`config.mk`:
```
export PLATFORM = sky130hd
export DESIGN_NAME = regdump_sequencer
export DESIGN_NICKNAME = d
export VERILOG_FILES = /design/src/rtl/regdump_sequencer.sv
export SDC_FILE = /design/constraint.sdc
export NUM_CORES = 1
export LEC_CHECK = 0
export BUFFER_PORTS_ARGS = -buffer_cell sky130_fd_sc_hd__clkbuf_2
export CAP_MARGIN = 20
export CORE_ASPECT_RATIO = 0.75
export CORE_MARGIN = 2
export CORE_UTILIZATION = 55
export CTS_BUF_LIST = sky130_fd_sc_hd__clkbuf_4 sky130_fd_sc_hd__clkbuf_8
export CTS_CLUSTER_DIAMETER = 100
export DETAILED_ROUTE_END_ITERATION = 12
export PLACE_DENSITY = 0.87
export SLEW_MARGIN = 5
export SYNTH_ARGS = -nofsm -noshare
export SYNTH_HDL_FRONTEND = slang
export SYNTH_SLANG_ARGS = --single-unit
```
`constraint.sdc`:
```
create_clock -name clock -period 5.8 [get_ports clock]
set_clock_uncertainty 0.2 [all_clocks]
set_input_delay 0.87 -clock clock [delete_from_list [all_inputs] [get_ports clock]]
set_output_delay 0.87 -clock clock [all_outputs]
set_load 0.05 [all_outputs]
```
`src/rtl/regdump_sequencer.sv`:
```
// Run/dump controller: enables the core for a programmed number of cycles,
// then freezes it and streams r0..r(NUM_REGS-1) out over valid/ready.
module regdump_sequencer #(
    parameter int CYC_W    = 10,
    parameter int NUM_REGS = 32,
    parameter int REG_W    = 5,
    parameter int DATA_W   = 32
) (
    input  logic              clock,
    input  logic              reset,
    input  logic              start,
    input  logic [CYC_W-1:0]  num_cycles,
    input  logic              abort,
    input  logic [REG_W-1:0]  cpu_rs1,
    output logic [REG_W-1:0]  ctrl_readRegA,
    input  logic [DATA_W-1:0] data_readRegA,
    output logic              cpu_run,
    output logic              dump_valid,
    input  logic              dump_ready,
    output logic [REG_W-1:0]  dump_reg,
    output logic [DATA_W-1:0] dump_data,
    output logic [CYC_W-1:0]  cycle_count,
    output logic              busy,
    output logic              done
);

    typedef enum logic [2:0] {
        S_IDLE,
        S_RUN,
        S_SCAN,
        S_FLUSH,
        S_DONE
    } state_t;

    localparam logic [REG_W-1:0] LAST_IDX = REG_W'(NUM_REGS - 1);

    state_t            state_q, state_d;
    logic [CYC_W-1:0]  limit_q, limit_d;
    logic [CYC_W-1:0]  cycle_count_q, cycle_count_d;
    logic [REG_W-1:0]  idx_q, idx_d;
    logic              dump_valid_q, dump_valid_d;
    logic [REG_W-1:0]  dump_reg_q, dump_reg_d;
    logic [DATA_W-1:0] dump_data_q, dump_data_d;

    logic last_cycle;
    logic out_free;

    assign last_cycle = (cycle_count_q == limit_q - CYC_W'(1));
    // One-entry output register: reloadable when empty or being drained
    assign out_free   = !dump_valid_q || dump_ready;

    always_ff @(posedge clock or posedge reset) begin
        if (reset) begin
            state_q <= S_IDLE;
        end else begin
            state_q <= state_d;
        end
    end

    always_comb begin
        state_d = state_q;
        case (state_q)
            S_IDLE, S_DONE: begin
                if (start) begin
                    state_d = (num_cycles != '0) ? S_RUN : S_SCAN;
                end
            end
            S_RUN: begin
                if (abort || last_cycle) begin
                    state_d = S_SCAN;
                end
            end
            S_SCAN: begin
                if (out_free && idx_q == LAST_IDX) begin
                    state_d = S_FLUSH;
                end
            end
            S_FLUSH: begin
                if (dump_ready) begin
                    state_d = S_DONE;
                end
            end
            default: state_d = S_IDLE;
        endcase
    end

    always_comb begin
        cpu_run       = (state_q == S_RUN);
        busy          = (state_q == S_RUN) || (state_q == S_SCAN) ||
                        (state_q == S_FLUSH);
        done          = (state_q == S_DONE);
        ctrl_readRegA = ((state_q == S_IDLE) || (state_q == S_RUN)) ?
                        cpu_rs1 : idx_q;
    end

    always_comb begin
        limit_d       = limit_q;
        cycle_count_d = cycle_count_q;
        idx_d         = idx_q;
        dump_valid_d  = dump_valid_q;
        dump_reg_d    = dump_reg_q;
        dump_data_d   = dump_data_q;
        case (state_q)
            S_IDLE, S_DONE: begin
                if (start) begin
                    limit_d       = num_cycles;
                    cycle_count_d = '0;
                    idx_d         = '0;
                end
            end
            S_RUN: begin
                if (!abort) begin
                    cycle_count_d = cycle_count_q + CYC_W'(1);
                end
            end
            S_SCAN: begin
                if (out_free) begin
                    dump_data_d  = data_readRegA;
                    dump_reg_d   = idx_q;
                    dump_valid_d = 1'b1;
                    if (idx_q != LAST_IDX) begin
                        idx_d = idx_q + REG_W'(1);
                    end
                end
            end
            S_FLUSH: begin
                if (dump_ready) begin
                    dump_valid_d = 1'b0;
                end
            end
            default: ;
        endcase
    end

    always_ff @(posedge clock or posedge reset) begin
        if (reset) begin
            limit_q       <= '0;
            cycle_count_q <= '0;
            idx_q         <= '0;
            dump_valid_q  <= 1'b0;
            dump_reg_q    <= '0;
            dump_data_q   <= '0;
        end else begin
            limit_q       <= limit_d;
            cycle_count_q <= cycle_count_d;
            idx_q         <= idx_d;
            dump_valid_q  <= dump_valid_d;
            dump_reg_q    <= dump_reg_d;
            dump_data_q   <= dump_data_d;
        end
    end

    assign dump_valid  = dump_valid_q;
    assign dump_reg    = dump_reg_q;
    assign dump_data   = dump_data_q;
    assign cycle_count = cycle_count_q;

endmodule

```
==> results of run 1 <==
-- how the worst min path moves through the flow --
| stage | from | to | slack [ns] |
|---|---|---|---|
| after global routing | dump_data[17]$_DFFE_PP0P_ | dump_data[17]$_DFFE_PP0P_ | 0.31 |
| after detailed placement | dump_reg[2]$_DFFE_PP0P_ | dump_reg[2]$_DFFE_PP0P_ | 0.28 |
| after global placement | dump_reg[1]$_DFFE_PP0P_ | dump_reg[1]$_DFFE_PP0P_ | 0.27 |
| after CTS | dump_reg[2]$_DFFE_PP0P_ | dump_reg[2]$_DFFE_PP0P_ | 0.30 |
| final | dump_reg[2]$_DFFE_PP0P_ | dump_reg[2]$_DFFE_PP0P_ | 0.29 |
| after floorplan | limit_q[9]$_DFFE_PP0P_ | limit_q[9]$_DFFE_PP0P_ | 0.28 |
-- area by class of cell --
type / instances / area [sq um]
clock inverters: 6 / 66.3
multi-input cells: 191 / 1420
clock buffers: 10 / 131
fillers: 394 / 1480
well taps: 75 / 93.8
flip-flops and latches: 66 / 1650
repair buffers: 110 / 558
inverters: 11 / 41.3
-- cells in the mapped netlist (2+ instances only) --
| library cell | instances | share of area |
|---|---|---|
| nand3_1 | 8 | 0.013 |
| xnor2_1 | 7 | 0.019 |
| mux2_1 | 42 | 0.15 |
| nor2_1 | 18 | 0.021 |
| or3_1 | 6 | 0.012 |
| o21ai_1 | 9 | 0.014 |
| o31ai_1 | 2 | 0.0047 |
| ha_1 | 4 | 0.016 |
| and3_1 | 2 | 0.0040 |
| a211o_1 | 2 | 0.0055 |
| nand3b_1 | 2 | 0.0047 |
| mux2_2 | 3 | 0.011 |
| nand2b_1 | 4 | 0.0079 |
| mux2i_1 | 2 | 0.0063 |
| inv_1 | 11 | 0.013 |
| nand2_1 | 20 | 0.024 |
| buf_2 | 4 | 0.0063 |
| o22ai_1 | 2 | 0.0040 |
| clkbuf_1 | 6 | 0.0071 |
| o21ai_0 | 11 | 0.017 |
| nor4_1 | 3 | 0.0059 |
| nand4_1 | 6 | 0.012 |
| a21oi_2 | 2 | 0.0055 |
| nor3_1 | 4 | 0.0063 |
| a21oi_1 | 8 | 0.013 |
| and2_1 | 2 | 0.0040 |
| xor2_1 | 11 | 0.030 |
| dfrtp_1 | 66 | 0.52 |
-- cell families (layout without fill, tap and decap cells) --
family / Yosys count / in the layout
buffers and inverters: 22 / 137
multiplexers: 47 / 47
AND/OR/NAND/NOR: 80 / 80
adder cells (fa/ha/maj): 4 / 4
AO/OA/AOI/OAI: 42 / 42
XOR/XNOR: 18 / 18
flip-flops: 66 / 66
-- where the power goes --
part,switching (mW),internal (mW)
combinational,0.944,0.391
sequential,0.187,0.654
clock,0.180,0.204
total,1.31,1.25
-- through the flow --
| stage | area [sq um] | util | power, mW | worst slack, ns |
|---|---|---|---|---|
| floorplan | 3160 | - | 1.87 | 2.92 |
| global placement | 3760 | 0.691 | 2.13 | 3.19 |
| detailed placement | 3760 | 0.691 | 2.19 | 3.08 |
| CTS | 3960 | 0.728 | 2.58 | 2.70 |
| global route | 3960 | 0.728 | 2.70 | 2.59 |
| finish | 3960 | 0.728 | 2.56 | 2.72 |
-- routing by layer --
layer  track usage  vias up  routed length [microns]
met5             0        -                        0
met4        0.0926        0                      102
met3        0.0902       13                      620
met2         0.402       96                     3630
met1         0.299     1247                     3030
li1              -     1202                        -
-- worst register-to-register path, delay by kind of cell (launching register included) --
family          cells  cell delay, ns
simple gates        2            0.21
buf+inv             1            0.12
compound gates      4            1.13
flops               1            0.43
fa+ha+maj           1            0.31
==> summary.md, run 1 <==
| Metric | Value |
|---|---|
| Status | finished, final reports clean |
| Most frequent cells in the layout | clkbuf_2, dfrtp_1, mux2_1, nand2_1, nor2_1 |
| Total Die Area | 0.00638 sq mm |
| Asr flop ratio synth | 1.00 |
| Cell row count | 23 |
| Worst path max stage delay | 0.53 ns |
| Crit. End Element | output pin |
| Worst Path Max Fanout | 12 |
| CTS buffer count | 9 |
| Post-Syn Nets | 335 |
| Finished Layout Cells | 469 |
| CP arrival | 2.01 ns |
| Max FFs per register | 32 |
| Largest family of logic cells by synthesized area | multiplexers |
| Crit path kind | reg -> out |
| Die Span X | 91.6 microns |
| Fin crit share | 0.532 |
| Leakage power | 1.91 nW |
| Routed len/inst | 15.7 microns |
| Worst reg2reg setup slack | 3.29 ns |
| Cell family with most CP delay | flip-flops |
| Die H | 69.7 microns |
| Register-to-Register Path Depth | 8 |
| Hold Vio Cnt, Final | 0 |
| Seq/Total Area, Yosys | 0.522 |
| Setup TNS | 0 ns |
| H-tree level count | 3 |
| Max Cap Viol | 0 |
| Hold_ws | 0.291 ns |
| Post-route minimum period | 3.08 ns |
| Post-Synth Adder-Cell Area | 0.0158 |
| Critical Path Start | state_q[1]$_DFFE_PP0P_ |
| Vias in the first global route | 2580 |
| Hpwl dp | 5520 microns |
| # setup viols final | 0 |
| Crit-path slowest cell | dfrtp_1 |
| IO Pins | 108 |
| Pin count of the biggest net entering global routing | 67 |
| DRC | 0 |
| RSZ-0062 raised after global routing | no |
| Sink Count | 66 |
| Clock root buffer | clkbuf_8 |
| Setup bufs post-CTS | 0 |
| Buffers & Inverters on Critical Path | 1 |
| Synth Area in Simple Gates | 0.135 |
| Crit. path cell count | 3 |
| Core region area | 0.00544 sq mm |
| Pwr Density | 647 mW/mm^2 |
| Fin. max-slew vios | 0 |
| Crit path launch type | flop |
| XOR/XNOR share of the synthesized area | 0.0499 |
| Worst slew pin tran | 0.839 ns |
| Netlist cell types | 40 |
| Clock tree buffer depth | 2 |
| Diodes inserted | 0 |
| Final wirelength | 7380 microns |
| Wire length of the first global-routing pass | 12200 microns |
| Gpl congestion | 0.867 |
| Commonest non-fill, non-tap cell in the layout | clkbuf_2 |
| Setup crit end | ctrl_readRegA[3] |
| Critical path cell sequence | nor2_1 > mux2_2 > clkbuf_2 |
| Synthesis-stage register bit count | 66 |
| Worst vdd ir | 0.000598 V |
| Via count | 2558 |
| Post-Syn Instances | 279 |
| First-pass DRT Iterations | 4 |
| Vias/cell | 5.45 |
| Number of enable flip-flop cells after synthesis | 0 |
| Mux cell area share after synthesis | 0.167 |
| Resized cells post-CTS | 0 |
| RR Startpoint | limit_q[0]$_DFFE_PP0P_ |
| Avg Inst Size Synth | 11.3 sq um |
| Initial antenna violation count | 0 |
| NumNets Final | 445 |
| CP Data Required Time | 4.73 ns |
| Most used DFF post-synth | dfrtp_1 |
| Layout cell share with drive strength beyond 1 | 0.345 |
| Post-synthesis compound-gate area fraction | 0.0807 |
| GRT Total Usage | 0.246 |
| Post-Place Cells | 453 |
| Gr ovfl total | 0 |
| Area grow syn2layout | 25.2% |
| Hold depth | 1 |
| Hold_buf cts | 0 |
| Clk_lat worst skew | 0.35 ns |
| Synth warn | 0 |
| CTS tree | built |
| Mapped cell area | 0.00316 sq mm |
| DR iter-0 viols | 139 |
| Final antenna-violating net count | 0 |
| Slew headroom | 0.441 |
| I/O Buffers | 107 |
| RR Endpoint | state_q[0]$_DFFE_PP0P_ |
| Hold Crit Class | reg -> reg |
| Worst-path clk slew | 0.07 ns |
| Initial Utilization | 0.581 |
| Fmax | 324 MHz |
Note: power is estimated with default switching activity, not from simulation.
==> run 2, diff against run 1 <==
CORE_UTILIZATION = 52   (was 55)
PLACE_DENSITY = 0.83   (was 0.87)
clock period = 2.9 ns   (was 5.8 ns; I/O delays follow)
==> run 2 against run 1 <==
Against the previous run:
- register-to-register slack worse by 2.9 ns
- combinational power is 100% higher
- first-iteration DRC count is 78% higher
- sequential power is 97% higher
- cell count is 0.85% higher
- non-clock buffer count is 1 higher
- sequential share of layout area is 0.22 points lower
- core utilization is 4.8 points lower
- worst hold slack worse by 0.19 ns
- routed wire length is 4.0% lower
- clock power is 96% higher
==> summary.md, run 2 (synthesis gave the netlist of run 1 again) <==
| Metric | Value |
|---|---|
| Final wirelength | 7090 microns (was 7380 microns) |
| Clk_lat worst skew | 0.34 ns (was 0.35 ns) |
| # setup viols final | 0 (unchanged) |
| PnR Total Power | 5.10 mW (was 2.56 mW) |
| CP arrival | 1.99 ns (was 2.01 ns) |
| Hold Crit Class | in -> reg (was reg -> reg) |
| Crit-path slowest cell | dfrtp_1 (unchanged) |
| Critical path cell sequence | nor2_1 > mux2_2 > clkbuf_2 (unchanged) |
| Met3 routed WL | 429 microns (was 620 microns) |
| Total Die Area | 0.00673 sq mm (was 0.00638 sq mm) |
| Initial antenna violation count | 0 (unchanged) |
| Pwr Density | 1280 mW/mm^2 (was 647 mW/mm^2) |
| Via count | 2498 (was 2558) |
| Fin. max-slew vios | 0 (unchanged) |
| Worst reg2reg setup slack | 0.44 ns (was 3.29 ns) |
| Hpwl dp | 5320 microns (was 5520 microns) |
| Leakage power | 1.92 nW (was 1.91 nW) |
| Gr ovfl total | 0 (unchanged) |
| DR iter-0 viols | 248 (was 139) |
| Core region area | 0.00586 sq mm (was 0.00544 sq mm) |
| Cell row count | 24 (was 23) |
| Die Span X | 94.0 microns (was 91.6 microns) |
| Setup WS post-layout | 0.272 ns (was 2.72 ns) |
| CTS tree | built (unchanged) |
| Worst-path clk slew | 0.07 ns (about the same) |
| Final antenna-violating net count | 0 (unchanged) |
| Diodes inserted | 0 (unchanged) |
| First-pass DRT Iterations | 4 (unchanged) |
| Crit. End Element | output pin (unchanged) |
| Gpl congestion | 0.968 (was 0.867) |
| Crit path kind | reg -> out (unchanged) |
| Area grow syn2layout | 25.8% (was 25.2%) |
| Finished Layout Cells | 473 (was 469) |
| Status | finished, final reports clean (unchanged) |
| Wire length of the first global-routing pass | 11800 microns (was 12200 microns) |
| Fin area | 0.00398 sq mm (was 0.00396 sq mm) |
| Commonest non-fill, non-tap cell in the layout | clkbuf_2 (unchanged) |
| CTS buffer count | 9 (unchanged) |
| Setup bufs post-CTS | 0 (unchanged) |
| Vias/cell | 5.28 (was 5.45) |
| Clock tree buffer depth | 2 (unchanged) |
| Post-route minimum period | 2.63 ns |
| Hold Vio Cnt, Final | 0 (unchanged) |
| GRT Total Usage | 0.228 (was 0.246) |
| NumNets Final | 446 (was 445) |
| Routed len/inst | 15.0 microns (was 15.7 microns) |
| IO Pins | 108 (unchanged) |
| I/O Buffers | 107 (unchanged) |
| Setup TNS | 0 ns (unchanged) |
| DRT met1 WL | 3230 microns (was 3030 microns) |
| Vias in the first global route | 2434 (was 2580) |
| Worst hold endpoint | dump_data[30]$_DFFE_PP0P_ (was dump_reg[2]$_DFFE_PP0P_) |
| Pin count of the biggest net entering global routing | 42 (was 67) |
| Crit path launch type | flop (unchanged) |
| CP Data Required Time | 2.27 ns (was 4.73 ns) |
| Met2 wire length | 3300 microns (was 3630 microns) |
| Die H | 71.5 microns (was 69.7 microns) |
| Worst Path Max Fanout | 12 (unchanged) |
| Placed cell area | 0.00378 sq mm (was 0.00376 sq mm) |
| Worst slack, placed | 0.446 ns (was 3.08 ns) |
| RSZ-0062 raised after global routing | no (unchanged) |
| Max Cap Viol | 0 (unchanged) |
| H-tree level count | 3 (unchanged) |
| Register-to-Register Path Depth | 8 (unchanged) |
| Fmax | 381 MHz |
| Max FFs per register | 32 (unchanged) |
| Worst vdd ir | 0.000643 V (was 0.000598 V) |
| Hold Startpoint | data_readRegA[30] (was dump_reg[2]$_DFFE_PP0P_) |
| Sink Count | 66 (unchanged) |
| Final Util | 0.679 (was 0.728) |
| Top layer in use | met4 (unchanged) |
| Worst slew pin tran | 0.617 ns (was 0.839 ns) |
| Most frequent cells in the layout | clkbuf_2, dfrtp_1, mux2_1, nand2_1, nor2_1 (unchanged) |
| Hold depth | 2 (was 1) |
| RR Startpoint | idx_q[0]$_DFFE_PP0P_ (was limit_q[0]$_DFFE_PP0P_) |
| DRC | 0 (unchanged) |
| Layout cell share with drive strength beyond 1 | 0.344 (was 0.345) |
| Fin crit share | 0.906 |
| Resized cells post-CTS | 0 (unchanged) |
| Initial Utilization | 0.540 (was 0.581) |
| Clock root buffer | clkbuf_8 (unchanged) |
| RR Endpoint | idx_q[3]$_DFFE_PP0P_ (was state_q[0]$_DFFE_PP0P_) |
| Worst path max stage delay | 0.53 ns (about the same) |
| Slew headroom | 0.588 (was 0.441) |
| Hold_ws | 0.0962 ns (was 0.291 ns) |
| Post-Place Cells | 456 (was 453) |
[run 2: worst max-delay path: cells and delay by family (launching register included)]
kind          cells  cell delay, ns
mux               1            0.40
flops             1            0.53
buf+inv           1            0.24
simple gates      1            0.49
[run 2: per-layer routing]
layer	global-route usage	vias up
met4	0.0853	0
met2	0.344	87
met3	0.0610	14
met1	0.321	1189
li1	-	1208
met5	0	-
[run 2: final cells by class]
type | count | area [sq um]
timing repair buffer | 111 | 581
inverter | 11 | 41.3
fill | 467 | 1880
multi-input combinational | 191 | 1420
sequential | 66 | 1650
clock buffer | 9 | 124
tap | 78 | 97.6
clock inverter | 7 | 68.8
[run 2: timing repair]
item	in CTS	in global routing
endpoints found under the hold margin	25	0
setup endpoints to repair	0	0
hold buffers	1	0
[run 2: how the worst max path moves through the flow]
stage / start / endpoint / slack, ns / cells past startpoint
2_1_floorplan: state_q[2]$_DFFE_PP0P_ / ctrl_readRegA[1] / 0.45 / 3
3_3_place_gp: idx_q[0]$_DFFE_PP0P_ / idx_q[3]$_DFFE_PP0P_ / 0.58 / 8
3_5_place_dp: idx_q[0]$_DFFE_PP0P_ / idx_q[3]$_DFFE_PP0P_ / 0.45 / 8
4_1_cts: state_q[1]$_DFFE_PP0P_ / ctrl_readRegA[0] / 0.27 / 3
5_1_grt: state_q[1]$_DFFE_PP0P_ / ctrl_readRegA[0] / 0.11 / 3
6_report: state_q[1]$_DFFE_PP0P_ / ctrl_readRegA[0] / 0.27 / 3
[run 2: where the power goes]
part / switching, mW / leakage (nW) / internal [mW]
clock: 0.359 / 0.0954 / 0.395
sequential: 0.358 / 0.816 / 1.31
combinational: 1.89 / 1.01 / 0.786
